===== src/rtl/fibonacci_stream.sv =====
// Streaming Fibonacci-style generator: LANES consecutive terms per beat, modulo 2^W,
// with a programmable term count, valid/ready backpressure and sticky overflow.
module fibonacci_stream #(
  parameter int W     = 16,
  parameter int LANES = 2,
  parameter int CNT_W = 16
) (
  input  logic               clk,
  input  logic               rst,
  input  logic               start,
  input  logic [W-1:0]       seed_a,
  input  logic [W-1:0]       seed_b,
  input  logic [CNT_W-1:0]   count,
  output logic               busy,
  output logic               out_valid,
  input  logic               out_ready,
  output logic [LANES*W-1:0] out_data,
  output logic [LANES-1:0]   out_mask,
  output logic               out_last,
  output logic               done,
  output logic               overflow
);

  typedef enum logic {IDLE, RUN} state_t;

  localparam logic [CNT_W-1:0] LANES_C = CNT_W'(LANES);

  state_t             state;
  logic [W-1:0]       a_reg;
  logic [W-1:0]       b_reg;
  logic               ca_reg;
  logic               cb_reg;
  logic [CNT_W-1:0]   remaining_reg;
  logic [LANES-1:0]   out_carry;

  // Chain source: seeds (never carrying) while idle, the stored next pair while running.
  logic [W-1:0]       src_a;
  logic [W-1:0]       src_b;
  logic               src_ca;
  logic               src_cb;
  logic [CNT_W-1:0]   src_rem;

  logic [LANES+1:0][W-1:0] term;
  logic [LANES+1:0]        term_c;
  logic [LANES*W-1:0]      beat_data;
  logic [LANES-1:0]        beat_mask;
  logic [LANES-1:0]        beat_carry;
  logic                    beat_last;

  assign src_a   = (state == IDLE) ? seed_a : a_reg;
  assign src_b   = (state == IDLE) ? seed_b : b_reg;
  assign src_ca  = (state == IDLE) ? 1'b0   : ca_reg;
  assign src_cb  = (state == IDLE) ? 1'b0   : cb_reg;
  assign src_rem = (state == IDLE) ? count  : remaining_reg - LANES_C;

  assign term[0]   = src_a;
  assign term[1]   = src_b;
  assign term_c[0] = src_ca;
  assign term_c[1] = src_cb;

  genvar gi;
  generate
    for (gi = 2; gi < LANES + 2; gi++) begin : g_chain
      assign {term_c[gi], term[gi]} = {1'b0, term[gi-1]} + {1'b0, term[gi-2]};
    end

    // Lanes beyond the remaining count are blanked and cannot raise overflow.
    for (gi = 0; gi < LANES; gi++) begin : g_lane
      assign beat_mask[gi]          = (src_rem > CNT_W'(gi));
      assign beat_data[gi*W +: W]   = beat_mask[gi] ? term[gi] : '0;
      assign beat_carry[gi]         = beat_mask[gi] & term_c[gi];
    end
  endgenerate

  assign beat_last = (src_rem <= LANES_C);
  assign busy      = (state == RUN);
  assign out_valid = (state == RUN);

  always_ff @(posedge clk or posedge rst) begin
    if (rst) begin
      state         <= IDLE;
      a_reg         <= '0;
      b_reg         <= '0;
      ca_reg        <= 1'b0;
      cb_reg        <= 1'b0;
      remaining_reg <= '0;
      out_data      <= '0;
      out_mask      <= '0;
      out_last      <= 1'b0;
      out_carry     <= '0;
      done          <= 1'b0;
      overflow      <= 1'b0;
    end else begin
      done <= 1'b0;
      case (state)
        IDLE: begin
          if (start) begin
            overflow <= 1'b0;
            if (count == '0) begin
              done <= 1'b1;
            end else begin
              state         <= RUN;
              remaining_reg <= count;
              out_data      <= beat_data;
              out_mask      <= beat_mask;
              out_last      <= beat_last;
              out_carry     <= beat_carry;
              a_reg         <= term[LANES];
              b_reg         <= term[LANES+1];
              ca_reg        <= term_c[LANES];
              cb_reg        <= term_c[LANES+1];
            end
          end
        end
        RUN: begin
          if (out_ready) begin
            overflow <= overflow | (|out_carry);
            if (out_last) begin
              state     <= IDLE;
              done      <= 1'b1;
              out_data  <= '0;
              out_mask  <= '0;
              out_last  <= 1'b0;
              out_carry <= '0;
            end else begin
              remaining_reg <= remaining_reg - LANES_C;
              out_data      <= beat_data;
              out_mask      <= beat_mask;
              out_last      <= beat_last;
              out_carry     <= beat_carry;
              a_reg         <= term[LANES];
              b_reg         <= term[LANES+1];
              ca_reg        <= term_c[LANES];
              cb_reg        <= term_c[LANES+1];
            end
          end
        end
        default: state <= IDLE;
      endcase
    end
  end

endmodule


===== config.mk =====
export PLATFORM = sky130hd
export DESIGN_NAME = fibonacci_stream
export DESIGN_NICKNAME = d
export VERILOG_FILES = /design/src/rtl/fibonacci_stream.sv
export SDC_FILE = /design/constraint.sdc
export NUM_CORES = 1
export LEC_CHECK = 0
export ABC_AREA = 0
export CAP_MARGIN = 20
export CORE_UTILIZATION = 55
export CTS_CLUSTER_DIAMETER = 200
export CTS_CLUSTER_SIZE = 20
export DETAILED_ROUTE_END_ITERATION = 8
export MAX_ROUTING_LAYER = met4
export PLACE_DENSITY = 0.82
export SKIP_LAST_GASP = 1
export SYNTH_ARGS = -nofsm -noshare
export SYNTH_HDL_FRONTEND = slang
export SYNTH_SLANG_ARGS = --single-unit

===== constraint.sdc =====
create_clock -name clk -period 6.65 [get_ports clk]
set_input_delay 1.33 -clock clk [delete_from_list [all_inputs] [get_ports clk]]
set_output_delay 1.33 -clock clk [all_outputs]
set_load 0.005 [all_outputs]

==> results.toml, run 1 <==
[cts]
cts_resized = 0
clock_sinks = 90
cts_tree = "yes"
root_buffer = "clkbuf_8"
cts_hold_buf = 0
post_cts_buffers = 0
cts_made_buffers = 9
htreeDepth = 3
clkTransAtPathRegs_ns = 0.09
clock_path_buffers = 2
clock_latency_ns = 0.37

[critical_path]
critPathLaunch = "seed_a[4]"
startpoint_type = "input pin"
worstReg2RegStart = "busy"
cp-end-kind = "flop"
crit_arrival_ns = 5.67
path_max_fanout = 5
worstPathRequired_ns = 6.90
crit_type = "in2reg"

[finish]
final_common_cell = "clkdlybuf4s50_1"
syn_to_final_growth_pct = 20.7
fin_area_um2 = 6890
fin_nets = 728
drive_gt1_frac = 0.122
largest_register_ffs = 32
largest_register = "out_data"
instances_no_fill = 778
final_cell_mix = "clkdlybuf4s50_1 (90), dfrtp_1 (89), mux2_2 (49)"
post-route-util = 0.695
n_antenna_cell = 0

[die]
fp.dieH_um = 104
dieWidth_um = 104
die-area_um2 = 10800
start_util = 0.576
rows = 36
pin_count = 91
core_area_um2 = 9910

[logic_synthesis]
synth-edff-count = 0
ys.flop_type = "dfrtp_1"
syn_area_um2 = 5710
avgSynthCellArea_um2 = 10.0
async_flop_share = 1.00
netlist_instances = 571
synth_top_area_share = 0.394
yosysSeqAreaShare = 0.394
synth_top_area_cell = "dfrtp_1"
syn_nets = 658
ys_seq_elements = 90
ys_types = 65
synth_area_leaders = "dfrtp_1 (39%), mux2_2 (9.7%), ha_1 (7.2%), a32o_1 (5.8%), xnor2_1 (3.4%)"
yosysWarnings = 0

[power]
pwr-share-clk = 0.103
swShare = 0.442
p_sw_mw = 1.96
total_leakage_power_nw = 2.91
power_frac_seq = 0.215
power_density_nw_per_um2 = 643
p_int_mw = 2.47
total_power_mw = 4.43
ir_drop_mv = 0.445
combPwrFrac = 0.682

[timing]
max_clock_freq_ghz = 0.184
period_minus_slack_ns = 5.42
worst_hold_slack_ns = 0.491
hold_viol = 0
max_slew_margin = 0.305
worstMarginPinSlew_ns = 1.04
finalSetupViolations = 0
skew_ns = 0.0101
rsz0062_at_grt = "no"
fin_crit_sh = 0.816
tns_ns = 0
report.final.slew_viol_count = 0
worst_slack_ns = 1.23

[place]
globalplace.congestion = 0.899
dp_hpwl_mm = 10.5
place_ws_ns = 1.02
portBuffers = 90
place_inst = 763
post_dp_cell_area_um2 = 6650

[min_path]
hp-class = "reg2reg"
min_from = "b_reg[0]"

[grt]
grt_pass1_vias = 4972
antenna_found_initial = 0
grt.overflow.total = 0
grt_max_degree = 58
grt_pass1_wl_mm = 24.7
grt_use_total = 0.293

[drt]
routedWlPerCell_um = 19.0
drc_errors = 0
drt-total-wl_mm = 14.8
drtIter0Drc = 276
via_count = 4925
antenna_left = 0
first_pass_iters = 5
routed_via_density = 6.33

[flow_run]
max_cap_viol_count = 0

[status]
status = "finished, final reports clean"
[Yosys cell counts, types with 6 or more instances]
cell type,count
o21ai_0,37
o21a_1,6
dfrtp_1,90
nand2_1,48
xnor2_1,22
a21oi_1,30
clkbuf_1,20
nor3_1,12
a31oi_1,7
nand3_1,11
or3_1,6
ha_1,33
a21o_1,8
xor2_1,9
nor4_1,6
mux2_2,49
nor2_1,31
a32o_1,33
inv_1,16
[per-layer routing]
layer	vias up	GRT usage	share of wire
met5	-	-	0
met4	0	0.137	0.021
met3	23	0.0345	0.048
met2	170	0.482	0.50
met1	2447	0.360	0.43
li1	2285	-	-
[path summary, 6_finish.rpt]
kind	endpoint	slack [ns]	cells after the start
min in group asynchronous	remaining_reg[7]	1.33	2
max in group asynchronous	b_reg[5]	4.15	3
min	b_reg[0]	0.49	2
max reg2reg	cb_reg	1.59	14
max	cb_reg	1.23	15
min reg2reg	b_reg[0]	0.49	2
[logic make-up (layout without fill, tap and decap cells)]
logic type,Yosys count,count (layout),share of synthesized area
buffers and inverters,52,126,0.0443
adders and majority gates,35,35,0.0793
muxes,51,51,0.100
xor gates and xnor gates,31,31,0.0475
DFF,90,90,0.394
AOI/OAI and AO/OA,169,169,0.213
and+or+nand+nor,143,143,0.121
[area by class of cell]
| type | count | area [µm²] |
|---|---|---|
| tap | 133 | 166 |
| clock buffer | 10 | 138 |
| timing repair buffer | 95 | 938 |
| multi-input combinational | 429 | 3230 |
| sequential | 90 | 2250 |
| clock inverter | 5 | 103 |
| fill | 751 | 3020 |
| inverter | 16 | 61.3 |
[critical path, cell delays in order]
cell and delay (ns):
clkdlybuf4s50_1 0.40, mux2_2 0.28, ha_1 0.37, and3_1 0.21, a221o_1 0.36, o21ai_0 0.61, o21bai_1 0.12, a21oi_1 0.22
xnor2_1 0.18, ha_1 0.33, a21oi_1 0.17, o21ai_0 0.21, o31ai_1 0.37, a21boi_0 0.18, o41a_1 0.33
[power by group through the flow]
stage | sequential, mW | combinational (mW) | clock (mW)
floorplan | 0.912 | 2.25 | 0
global placement | 0.945 | 2.80 | 0
detailed placement | 0.958 | 2.93 | 0
CTS | 0.949 | 2.98 | 0.464
global route | 0.982 | 3.33 | 0.484
finish | 0.953 | 3.02 | 0.457
No activity file was read; power rests on OpenSTA's default activity.
==> run 2, diff against run 1 <==
CORE_UTILIZATION = 49   (was 55)
PLACE_DENSITY = 0.77   (was 0.82)
clock period = 4.58 ns   (was 6.65 ns; I/O delays follow)
==> run 2 against run 1 <==
Compared with the run above: via count up 1.7%; core utilization fell by 5.1 points; sequential share of layout area decreased by 1.9 points; clock skew down 0.0027 ns; sequential power increased by 45%; clock-buffer cell count is 1 higher; worst setup slack lost 0.98 ns; routed wire length grew 3.8%; combinational power rose by 70%; hold slack lost 0.0069 ns; critical path type unchanged; critical endpoint is now b_reg[9]; largest cell class unchanged.
==> results.toml, run 2 (synthesis results as in run 1) <==
[cts]
clock_path_buffers = 2
cts_tree = "yes"
cts_made_buffers = 9
htreeDepth = 3
clkTransAtPathRegs_ns = 0.06
root_buffer = "clkbuf_16"
clock_sinks = 90
cts_hold_buf = 0
clock_latency_ns = 0.35

[finish]
nFillCells = 932
regArea_um2 = 2250
n_antenna_cell = 0
multi_input_area_um2 = 3260
syn_to_final_growth_pct = 28.2
fin_area_um2 = 7320
final_cell_mix = "clkdlybuf4s50_1 (90), dfrtp_1 (89), mux2_2 (49)"
largest_register = "out_data"
drive_gt1_frac = 0.180
fin_nets = 767
largest_register_ffs = 32
final_common_cell = "clkdlybuf4s50_1"

[power]
p_sw_mw = 3.04
ir_drop_mv = 0.594
pwr-share-clk = 0.110
total_leakage_power_nw = 3.15
power_density_nw_per_um2 = 999
total_power_mw = 7.31
power_frac_seq = 0.189
swShare = 0.416
p_int_mw = 4.27
combPwrFrac = 0.701

[critical_path]
crit_arrival_ns = 4.55
startpoint_type = "input pin"
crit_type = "in2reg"
cp-end-kind = "flop"
worstPathRequired_ns = 4.80
path_max_fanout = 2

[status]
status = "finished, final reports clean"

[min_path]
hp-class = "reg2reg"

[timing]
worst_slack_ns = 0.246
rsz0062_at_grt = "yes"
skew_ns = 0.00743
max_clock_freq_ghz = 0.231
report.final.slew_viol_count = 0
finalSetupViolations = 0
period_minus_slack_ns = 4.33
hold_viol = 0
worstMarginPinSlew_ns = 1.07
fin_crit_sh = 0.946
max_slew_margin = 0.283

[flow_run]
max_cap_viol_count = 0

[grt]
grt_pass1_vias = 5114
grt.overflow.total = 0
grt_max_degree = 56
grt_pass1_wl_mm = 24.5
antenna_found_initial = 0
grt_use_total = 0.276

[drt]
first_pass_iters = 4
routed_via_density = 6.05
routedWlPerCell_um = 18.6
drt-total-wl_mm = 15.4
via_count = 5011
drtIter0Drc = 363
antenna_left = 0
drc_errors = 0

[place]
portBuffers = 90
post_dp_cell_area_um2 = 6970
dp_hpwl_mm = 10.9
globalplace.congestion = 0.937
place_ws_ns = -0.319

[die]
die-area_um2 = 12100
fp.dieH_um = 110
dieWidth_um = 110
pin_count = 91
start_util = 0.502
core_area_um2 = 11400
rows = 39
run 2: changes by cell type in the layout (fill, tap and decap cells not counted), sizes merged:
cell	previous run	this run
clkinv	2	3
clkbuf	10	11
buf	5	44
bufinv	3	2
run 2: timing repair:
action,CTS,global route
endpoints found under the hold margin,0,0
setup buffers,0,0
endpoints found under the setup margin,0,7
resized for setup,0,10
run 2: path summary, 6_finish.rpt:
kind	from	end	slack, ns	cells past startpoint
hold / removal	b_reg[13]	b_reg[13]	0.48	2
max in group asynchronous	rst	remaining_reg[1]	2.82	3
hold reg to reg	b_reg[13]	b_reg[13]	0.48	2
setup reg to reg	busy	b_reg[15]	0.46	13
min in group asynchronous	rst	remaining_reg[2]	0.93	2
setup / recovery	seed_b[0]	b_reg[9]	0.25	19
run 2: critical path: stages:
cell             delay (ns)
clkdlybuf4s50_1        0.40
mux2i_1                0.17
inv_1                  0.09
ha_1                   0.22
fa_1                   0.42
a21o_1                 0.18
a21oi_1                0.18
nor2b_1                0.09
buf_4                  0.14
o21a_1                 0.15
nor2_1                 0.12
xnor2_1                0.16
ha_1                   0.30
buf_4                  0.15
o21ai_0                0.14
nor2_1                 0.12
a311oi_2               0.31
xor2_1                 0.18
o21ai_0                0.10
run 2: power by group through the flow:
stage | combinational (mW) | sequential, mW | clock (mW)
floorplan | 3.26 | 1.32 | 0
global placement | 4.69 | 1.37 | 0
detailed placement | 4.87 | 1.39 | 0
CTS | 4.96 | 1.38 | 0.817
global route | 5.63 | 1.42 | 0.850
finish | 5.13 | 1.38 | 0.805
run 2: final cells by class:
type,instances,share of cell area
multi-input combinational,429,0.446
sequential,90,0.308
timing repair buffer,134,0.170
clock buffer,11,0.0332
tap,143,0.0244
clock inverter,5,0.0106
inverter,16,0.00837
run 2: per-layer routing:
metal  vias to the layer above  part of all wire  track usage
li1                       2363                 -            -
met1                      2497              0.42        0.329
met2                       129              0.51        0.457
met3                        22             0.050       0.0611
met4                         0             0.019        0.105
met5                         -                 0            -
run 2: stage by stage:
stage / setup TNS (ns) / util / hold slack, ns / std cells
2_1_floorplan: 0 / - / 0.440 / 571
3_3_place_gp: -0.630 / 0.613 / 0.460 / 812
3_5_place_dp: -1.51 / 0.613 / 0.460 / 812
4_1_cts: 0 / 0.641 / 0.486 / 828
5_1_grt: -0.0410 / 0.644 / 0.512 / 828
6_report: 0 / 0.644 / 0.485 / 828
